==> src/rtl/sram_bist_pkg.sv <==
// sram_bist_pkg: shared types and March C- element constants for the SRAM BIST.
package sram_bist_pkg;
  typedef enum logic [1:0] {IDLE, RUN, DRAIN, DONE} state_t;
  typedef enum logic [2:0] {E0, E1, E2, E3, E4, E5} elem_t;
  typedef enum logic {OP_R, OP_W} op_t;
  function automatic logic elem_down(elem_t e);
    return e == E3 || e == E4;
  endfunction
  function automatic logic elem_rbit(elem_t e);
    return e == E2 || e == E4;
  endfunction
  function automatic logic elem_wbit(elem_t e);
    return e == E1 || e == E3;
  endfunction
  function automatic logic elem_pair(elem_t e);
    return e != E0 && e != E5;
  endfunction
  // Paired elements read first then write; E0 only writes, E5 only reads.
  function automatic op_t elem_op(elem_t e, logic ph);
    return (e == E0 || ph) ? OP_W : OP_R;
  endfunction
endpackage

==> src/rtl/sram_bist_cmp.sv <==
// sram_bist_cmp: read-latency matched expected/address pipe, comparator and first-fail capture.
module sram_bist_cmp import sram_bist_pkg::*; #(
  parameter int ADDR_W = 4,
  parameter int DATA_W = 8,
  parameter int RD_LATENCY = 1
) (
  input  logic              clk,
  input  logic              rst,
  input  logic              clr_i,
  input  logic              push_i,
  input  logic [DATA_W-1:0] exp_i,
  input  logic [ADDR_W-1:0] addr_i,
  input  logic [DATA_W-1:0] rdata_i,
  output logic              mismatch_o,
  output logic              fail_o,
  output logic [ADDR_W-1:0] fail_addr_o,
  output logic [DATA_W-1:0] fail_data_o
);
  logic [RD_LATENCY-1:0] vld_q;
  logic [DATA_W-1:0] exp_q [RD_LATENCY];
  logic [ADDR_W-1:0] addr_q [RD_LATENCY];
  logic fail_q;
  logic [ADDR_W-1:0] fail_addr_q;
  logic [DATA_W-1:0] fail_data_q;
  assign mismatch_o = vld_q[RD_LATENCY-1] && rdata_i != exp_q[RD_LATENCY-1];
  assign fail_o = fail_q;
  assign fail_addr_o = fail_addr_q;
  assign fail_data_o = fail_data_q;
  always_ff @(posedge clk or posedge rst) begin
    if (rst) begin
      vld_q <= '0;
      for (int i = 0; i < RD_LATENCY; i++) begin
        exp_q[i] <= '0;
        addr_q[i] <= '0;
      end
      fail_q <= 1'b0;
      fail_addr_q <= '0;
      fail_data_q <= '0;
    end else begin
      vld_q[0] <= push_i;
      exp_q[0] <= exp_i;
      addr_q[0] <= addr_i;
      for (int i = 1; i < RD_LATENCY; i++) begin
        vld_q[i] <= vld_q[i-1];
        exp_q[i] <= exp_q[i-1];
        addr_q[i] <= addr_q[i-1];
      end
      if (clr_i) begin
        fail_q <= 1'b0;
        fail_addr_q <= '0;
        fail_data_q <= '0;
      end else if (mismatch_o && !fail_q) begin
        fail_q <= 1'b1;
        fail_addr_q <= addr_q[RD_LATENCY-1];
        fail_data_q <= rdata_i;
      end
    end
  end
endmodule

==> src/rtl/sram_march_bist.sv <==
// sram_march_bist: March C- BIST initiator for a single-port SRAM with pass/fail and first-fail report.
module sram_march_bist import sram_bist_pkg::*; #(
  parameter int ADDR_W = 4,
  parameter int DATA_W = 8,
  parameter int RD_LATENCY = 1
) (
  input  logic              clk,
  input  logic              rst,
  input  logic              start,
  output logic              busy,
  output logic              done,
  output logic              fail,
  output logic [ADDR_W-1:0] fail_addr,
  output logic [DATA_W-1:0] fail_data,
  output logic              mem_we,
  output logic              mem_re,
  output logic [ADDR_W-1:0] mem_addr,
  output logic [DATA_W-1:0] mem_wdata,
  input  logic [DATA_W-1:0] mem_rdata
);
  localparam logic [ADDR_W-1:0] AMAX = {ADDR_W{1'b1}};
  localparam logic [1:0] CNT_INIT = 2'(RD_LATENCY - 1);
  state_t state_q, state_d;
  elem_t elem_q, elem_d;
  logic ph_q, ph_d, last_q, last, busy_q, done_q, we_q, re_q, go, down, at_end, mismatch;
  logic [ADDR_W-1:0] addr_q, addr_d, maddr_q;
  logic [DATA_W-1:0] wdata_q, exp_q;
  logic [1:0] cnt_q;
  op_t op;
  assign busy = busy_q;
  assign done = done_q;
  assign mem_we = we_q;
  assign mem_re = re_q;
  assign mem_addr = maddr_q;
  assign mem_wdata = wdata_q;
  always_comb begin
    op = elem_op(elem_q, ph_q);
    down = elem_down(elem_q);
    at_end = addr_q == (down ? '0 : AMAX);
    ph_d = elem_pair(elem_q) && !ph_q;
    elem_d = (ph_d || !at_end) ? elem_q : elem_t'(elem_q + 3'd1);
    addr_d = ph_d ? addr_q : !at_end ? (down ? addr_q - ADDR_W'(1) : addr_q + ADDR_W'(1))
           : (elem_down(elem_d) ? AMAX : '0);
    last = elem_q == E5 && addr_q == AMAX;
    // A mismatch aborts issue on the very edge it is seen.
    go = state_q == IDLE ? start : state_q == RUN && !mismatch && !last_q;
    state_d = state_q == IDLE ? (start ? RUN : IDLE)
            : state_q == RUN ? (go ? RUN : DRAIN)
            : state_q == DRAIN ? (cnt_q == 2'd0 ? DONE : DRAIN) : IDLE;
  end
  always_ff @(posedge clk or posedge rst) begin
    if (rst) begin
      state_q <= IDLE;
      elem_q <= E0;
      ph_q <= 1'b0;
      addr_q <= '0;
      last_q <= 1'b0;
      busy_q <= 1'b0;
      done_q <= 1'b0;
      we_q <= 1'b0;
      re_q <= 1'b0;
      maddr_q <= '0;
      wdata_q <= '0;
      exp_q <= '0;
      cnt_q <= '0;
    end else begin
      state_q <= state_d;
      busy_q <= state_d == RUN || state_d == DRAIN;
      done_q <= state_d == DONE;
      cnt_q <= state_q == DRAIN ? cnt_q - 2'd1 : CNT_INIT;
      we_q <= go && op == OP_W;
      re_q <= go && op == OP_R;
      maddr_q <= go ? addr_q : '0;
      wdata_q <= (go && op == OP_W) ? {DATA_W{elem_wbit(elem_q)}} : '0;
      exp_q <= {DATA_W{elem_rbit(elem_q)}};
      last_q <= go && last;
      elem_q <= go ? elem_d : E0;
      ph_q <= go && ph_d;
      addr_q <= go ? addr_d : '0;
    end
  end
  sram_bist_cmp #(.ADDR_W(ADDR_W), .DATA_W(DATA_W), .RD_LATENCY(RD_LATENCY)) u_cmp (
    .clk(clk),
    .rst(rst),
    .clr_i(state_q == IDLE && start),
    .push_i(re_q),
    .exp_i(exp_q),
    .addr_i(maddr_q),
    .rdata_i(mem_rdata),
    .mismatch_o(mismatch),
    .fail_o(fail),
    .fail_addr_o(fail_addr),
    .fail_data_o(fail_data)
  );
endmodule
==> config.mk <==
export PLATFORM = sky130hd
export DESIGN_NAME = sram_march_bist
export DESIGN_NICKNAME = d
export VERILOG_FILES = /design/src/rtl/sram_bist_pkg.sv /design/src/rtl/sram_bist_cmp.sv /design/src/rtl/sram_march_bist.sv
export SDC_FILE = /design/constraint.sdc
export NUM_CORES = 1
export LEC_CHECK = 0
export CAP_MARGIN = 10
export CORE_UTILIZATION = 55
export DETAILED_ROUTE_END_ITERATION = 10
export PLACE_DENSITY_LB_ADDON = 0.05
export SYNTH_ARGS = -nofsm -noshare
export SYNTH_HDL_FRONTEND = slang
export SYNTH_SLANG_ARGS = --single-unit
==> constraint.sdc <==
create_clock -name clk -period 3.25 [get_ports clk]
set_input_delay 0.65 -clock clk [delete_from_list [all_inputs] [get_ports clk]]
set_output_delay 0.65 -clock clk [all_outputs]
set_load 0.005 [all_outputs]
==> results of run 1 <==
==> synth_stat cells (all sizes together) (2+ instances only) <==
cell type | instances | share of area
dfrtp | 42 | 0.52
nor2 | 27 | 0.051
mux2i | 13 | 0.065
nand2 | 13 | 0.024
buf | 11 | 0.051
ha | 9 | 0.056
inv | 7 | 0.013
nor2b | 5 | 0.016
a31oi | 4 | 0.012
nor3 | 4 | 0.018
o21ai | 4 | 0.010
or3 | 4 | 0.012
a21oi | 3 | 0.0075
mux2 | 3 | 0.021
a211oi | 2 | 0.012
nand3 | 2 | 0.0050
nand4 | 2 | 0.0062
nor4 | 2 | 0.017
o211ai | 2 | 0.014
or4 | 2 | 0.0094
xnor2 | 2 | 0.0087
==> worst max-delay path: cells and delay by family, from the launching register on <==
kind	cells	cell delay [ps]
adder cells (fa/ha/maj)	2	630
flip-flops	1	510
AND/OR/NAND/NOR	2	430
multiplexers	1	330
AO/OA/AOI/OAI	2	320
buffers and inverters	1	110
==> through the flow <==
stage	hold WS (ps)	cells	total power, mW	utilization	cell area (µm²)
finish	380	258	2.26	0.726	2480
global placement	357	250	1.82	0.694	2370
detailed placement	356	250	1.85	0.694	2370
CTS	389	258	2.28	0.726	2480
floorplan	331	174	1.52	-	2010
global route	389	258	2.42	0.726	2480
==> cell type report <==
class                      count  area (µm²)
multi-input combinational    113         822
timing repair buffer          42         413
inverter                       7        26.3
clock inverter                 2        60.1
sequential                    42        1050
clock buffer                   6        51.3
tap                           46        57.6
fill                         244         935
==> power by group <==
part | leakage (nW) | internal [mW] | total, mW | switching [mW]
clock network | 0.0585 | 0.261 | 0.424 | 0.164
logic | 0.564 | 0.516 | 0.978 | 0.462
registers | 0.558 | 0.718 | 0.856 | 0.138
==> kinds of logic after synthesis <==
logic type | Yosys count | share of synthesized area
and+or+nand+nor | 67 | 0.180
xor gates and xnor gates | 2 | 0.00874
buffers and inverters | 19 | 0.0661
muxes | 16 | 0.0855
AOI/OAI and AO/OA | 18 | 0.0692
adders and majority gates | 10 | 0.0661
DFF | 42 | 0.524
==> routing by layer <==
layer  part of all wire  up-vias
met5                  0        -
met4              0.016        0
met3              0.053        6
met2               0.50       45
met1               0.43      682
li1                   -      662
==> how the worst max path moves through the flow <==
stage	start	to	slack, ps	cells past startpoint
2_1_floorplan	elem_q[0]$_DFF_PP0_	elem_q[1]$_DFF_PP0_	1090	8
3_3_place_gp	mem_rdata[2]	u_cmp.fail_data_o[3]$_DFFE_PP0P_	500	7
3_5_place_dp	mem_rdata[2]	u_cmp.fail_data_o[2]$_DFFE_PP0P_	460	7
4_1_cts	mem_rdata[2]	u_cmp.fail_data_o[7]$_DFFE_PP0P_	830	7
5_1_grt	elem_q[0]$_DFF_PP0_	addr_q[3]$_DFFE_PP0N_	710	8
6_report	elem_q[0]$_DFF_PP0_	addr_q[3]$_DFFE_PP0N_	830	8
==> registers in the layout, summed over array words and instances (netlist names) <==
name               cells
u_cmp.fail_data_o      8
addr_q                 4
mem_addr               4
u_cmp.addr_q           4
u_cmp.fail_addr_o      4
elem_q                 3
cnt_q                  2
state_q                2
busy                   1
done                   1
exp_q                  1
last_q                 1
mem_re                 1
mem_wdata              1
mem_we                 1
ph_q                   1
u_cmp.exp_q            1
u_cmp.fail_o           1
u_cmp.vld_q            1
==> flow_summary.json, run 1 <==
{
  "grt_max_degree": 43,
  "fp-row-count": 21,
  "cpMostUsedCell": "ha_1",
  "die_w_um": 62.4,
  "ys_async_sr_fraction": 1.00,
  "post_drt_wl_per_cell_um": 13.3,
  "cts_max_level": 2,
  "synthCells": 174,
  "clk_pin_slew_ps": 120,
  "grt_util_all_layers": 0.194,
  "r2r_cells": 8,
  "final_critical_path_setup_slack_ps": 828,
  "ys_warn_count": 0,
  "worstPathMaxFanout": 8,
  "yosysSeqAreaShare": 0.524,
  "syn_to_final_growth_pct": 23.7,
  "synth_area_um2": 2010,
  "cts.path.max_buffers": 2,
  "max_cap_violations": 0,
  "ant_nets": 0,
  "die_h_um": 62.4,
  "synth_area_per_cell_um2": 11.5,
  "period_share": 0.745,
  "drtIter0Drc": 53,
  "overflow": 0,
  "hold_depth": 0,
  "cts_made_buffers": 5,
  "finalSetupViolations": 0,
  "critPathSlowestCell": "dfrtp_1",
  "final_hold_viol_count": 0,
  "routed_via_density": 5.41,
  "dp_slack_ps": 456,
  "io_pins": 40,
  "post_cts_resized": 0,
  "p_leak_nw": 1.18,
  "fin_nets": 232,
  "grt_antenna_before_repair": 0,
  "power_density_nw_per_um2": 910,
  "initial_core_util": 0.587,
  "ys_types": 41,
  "fmax_mhz": 413,
  "status": "completed",
  "dieArea_um2": 3890,
  "drc": 0,
  "synth_enable_flop_cells": 0,
  "synth_top_flop_cell": "dfrtp_1",
  "crit_required_ps": 3510,
  "grt_pass1_wl_um": 5860,
  "tightest_slew_ps": 604,
  "core_um2": 3420,
  "r2r_slack_ps": 830,
  "cts_hold_buf": 0,
  "r2r_end": "addr_q[3]$_DFFE_PP0N_",
  "final_cell_mix": "dfrtp_1, clkdlybuf4s50_1, nor2_1",
  "cts_setup_buffers": 0,
  "gp_congestion": 0.846,
  "hp-start": "exp_q[0]$_DFF_PP0_",
  "cts_sinks": 42,
  "ctsRootBufferMaster": "clkbuf_4",
  "whs_endpoint": "u_cmp.exp_q[0]$_DFF_PP0_",
  "crit_path_end_kind": "register",
  "clk_latency_ps": 350,
  "final_max_slew_viol_count": 0,
  "slew_headroom": 0.592,
  "place_hpwl_um": 2500,
  "numPortBuffers": 39,
  "n_antenna_cell": 0,
  "grt_pass1_vias": 1315,
  "hold_path.class": "reg -> reg",
  "busiest_layer": "met2",
  "grtUsageMet2": 0.327,
  "fin_crit_ps": 2420,
  "path_cells": "inv_1 -> ha_1 -> mux2_4 -> ha_1 -> nand2_1 -> nor3_4 -> o211ai_4 -> a41oi_1",
  "critPathKind": "reg -> reg",
  "synth_nets": 195,
  "skew_ps": 9.09,
  "dr.pass1.iters": 4,
  "tns_ps": 0,
  "drt-total-wl_um": 3440,
  "rsz0062_at_grt": "no",
  "r2r_start": "elem_q[0]$_DFF_PP0_",
  "num_vias": 1395,
  "crit_arrival_ps": 2690,
  "ys_ff_latch": 42,
  "ir_worst_vdd_v": 0.000487,
  "drive_gt1_frac": 0.113,
  "met3_usage": 0.0584,
  "startpoint_type": "register",
  "grt_use_met1": 0.235,
  "final_common_cell": "dfrtp_1",
  "cts_tree": "built",
  "cpPeakStageDelay_ps": 510
}
(Power assumes the default switching activity.)
==> run 2, diff against run 1 <==
- CORE_UTILIZATION: 55 -> 46
- clock period: 3.25 -> 2.18 ns (I/O delays scaled with it)
==> run 2 against run 1 <==
  * Via count up 6.2%
  * Combinational power grew 85%
  * Largest power group unchanged
  * Sequential power up 48%
  * Non-clock buffer count increased by 23
  * Global-route usage is 1.7 points lower
==> flow_summary.json, run 2 (synthesis results as in run 1) <==
{
  "fin_crit_ps": 2100,
  "final_cell_mix": "dfrtp_1, clkdlybuf4s50_1, nor2_1",
  "drtIter0Drc": 57,
  "die_h_um": 68.0,
  "final_hold_viol_count": 0,
  "drt-total-wl_um": 3970,
  "routed_via_density": 5.18,
  "clk_latency_ps": 290,
  "power_density_nw_per_um2": 1380,
  "crit_required_ps": 2390,
  "syn_to_final_growth_pct": 37.9,
  "ctsRootBufferMaster": "clkbuf_8",
  "wl_met2_um": 2060,
  "wl_met3_um": 170,
  "tightest_slew_ps": 558,
  "period_share": 0.966,
  "max_cap_violations": 0,
  "grt_max_degree": 43,
  "hp-start": "exp_q[0]$_DFF_PP0_",
  "wl_met1_um": 1690,
  "ir_worst_vdd_v": 0.000889,
  "grt_pass1_wl_um": 6060,
  "die_w_um": 68.0,
  "place_hpwl_um": 2760,
  "drc": 0,
  "cts_made_buffers": 5,
  "dr.pass1.iters": 5,
  "final_common_cell": "dfrtp_1",
  "cts_hold_buf": 0,
  "fin_area_um2": 2770,
  "fill_cells": 306,
  "fmax_mhz": 475,
  "grt_util_all_layers": 0.178,
  "worstPathMaxFanout": 5,
  "fin_nets": 256,
  "num_vias": 1481,
  "final_critical_path_setup_slack_ps": 75.2,
  "skew_ps": 4.33,
  "hold_path.class": "reg -> reg",
  "slew_headroom": 0.623,
  "top_layer": "met4",
  "critPathKind": "reg -> reg",
  "core_um2": 4090,
  "power_mw": 3.83,
  "crit_arrival_ps": 2320,
  "crit_path_end_kind": "register",
  "ant_nets": 0,
  "largest_register_ffs": 8,
  "cts_tree": "built",
  "grt_pass1_vias": 1347,
  "grt_antenna_before_repair": 0,
  "clk_pin_slew_ps": 80,
  "p_leak_nw": 1.35,
  "cts.path.max_buffers": 2,
  "fp-row-count": 23,
  "io_pins": 40,
  "post_drt_wl_per_cell_um": 13.9,
  "startpoint_type": "register",
  "cts_sinks": 42,
  "r2r_start": "elem_q[1]$_DFF_PP0_",
  "postPlaceCellArea_um2": 2510,
  "n_antenna_cell": 0,
  "finalSetupViolations": 0,
  "initial_core_util": 0.491,
  "overflow": 0,
  "numPortBuffers": 39,
  "status": "completed",
  "dp_slack_ps": -235,
  "cts_max_level": 2,
  "gp_congestion": 0.819,
  "drive_gt1_frac": 0.242,
  "dieArea_um2": 4630,
  "final_max_slew_viol_count": 0,
  "crit_start": "elem_q[1]$_DFF_PP0_"
}
[run 2: cell count changes in the layout (fill, tap and decap cells not counted), moves of 4 or more]
cell and delta:
clkdlybuf4s50_1 -4, clkbuf_4 -5, dlymetal6s2s_1 +4, clkbuf_8 +5
buf_4 +21, ha_1 -4
[run 2: critical path, stage by stage, from the launching register on]
cell	delay (ps)
dfrtp_1	380
inv_1	80
ha_2	180
mux2_4	320
buf_6	140
mux2_4	310
nor3_4	280
o211ai_4	160
a31oi_1	180
[run 2: layout make-up]
type | count | area [µm²] | share of cell area
multi-input combinational | 114 | 881 | 0.318
tap | 50 | 62.6 | 0.0226
inverter | 7 | 26.3 | 0.00950
timing repair buffer | 65 | 603 | 0.218
sequential | 42 | 1050 | 0.380
clock buffer | 6 | 82.6 | 0.0299
clock inverter | 2 | 60.1 | 0.0217
[run 2: report_power, final]
| part | internal [mW] | switching, mW |
|---|---|---|
| sequential | 1.07 | 0.198 |
| combinational | 1.00 | 0.811 |
| clock | 0.488 | 0.255 |
| total | 2.56 | 1.26 |
[run 2: final timing paths]
kind,cells past startpoint,slack [ps],to
max,8,80,addr_q[1]$_DFFE_PP0N_
min,0,360,u_cmp.exp_q[0]$_DFF_PP0_
max reg2reg,8,80,addr_q[1]$_DFFE_PP0N_
min reg2reg,0,360,u_cmp.exp_q[0]$_DFF_PP0_
max in group asynchronous,3,1240,cnt_q[0]$_DFF_PP0_
min in group asynchronous,3,580,u_cmp.fail_data_o[7]$_DFFE_PP0P_
[run 2: layer usage]
layer / global-route usage / vias to the layer above
li1: - / 710
met1: 0.219 / 734
met2: 0.300 / 31
met3: 0.0433 / 6
met4: 0.0625 / 0
met5: 0 / -
[run 2: per-stage QoR]
stage                     hold slack (ps)  TNS (ps)  cells  utilization
after detailed placement              344     -4530    272        0.614
after global routing                  370     -32.9    286        0.677
after floorplan                       331         0    174            -
after global placement                333     -4270    272        0.614
after CTS                             362         0    280        0.649
final                                 359         0    286        0.677
[run 2: what timing repair did]
action                                  4_1_cts  5_1_grt
endpoints found under the setup margin        0       17
endpoints found under the hold margin         0        0
setup buffers                                 0        5
gates resized for setup                       0       16
==> run 3, diff against run 2 <==
--- a/constraint.sdc
+++ b/constraint.sdc
@@ -3,2 +3,2 @@
 set_output_delay 0.436 -clock clk [all_outputs]
-set_load 0.005 [all_outputs]
+set_load 0.02 [all_outputs]
==> results of run 3 <==
The final DEF is identical to that of run 2. Status: completed.
Among the figures that moved: total power 3.83 mW -> 4.06 mW; worst IR drop on VDD 0.000889 V -> 0.000894 V
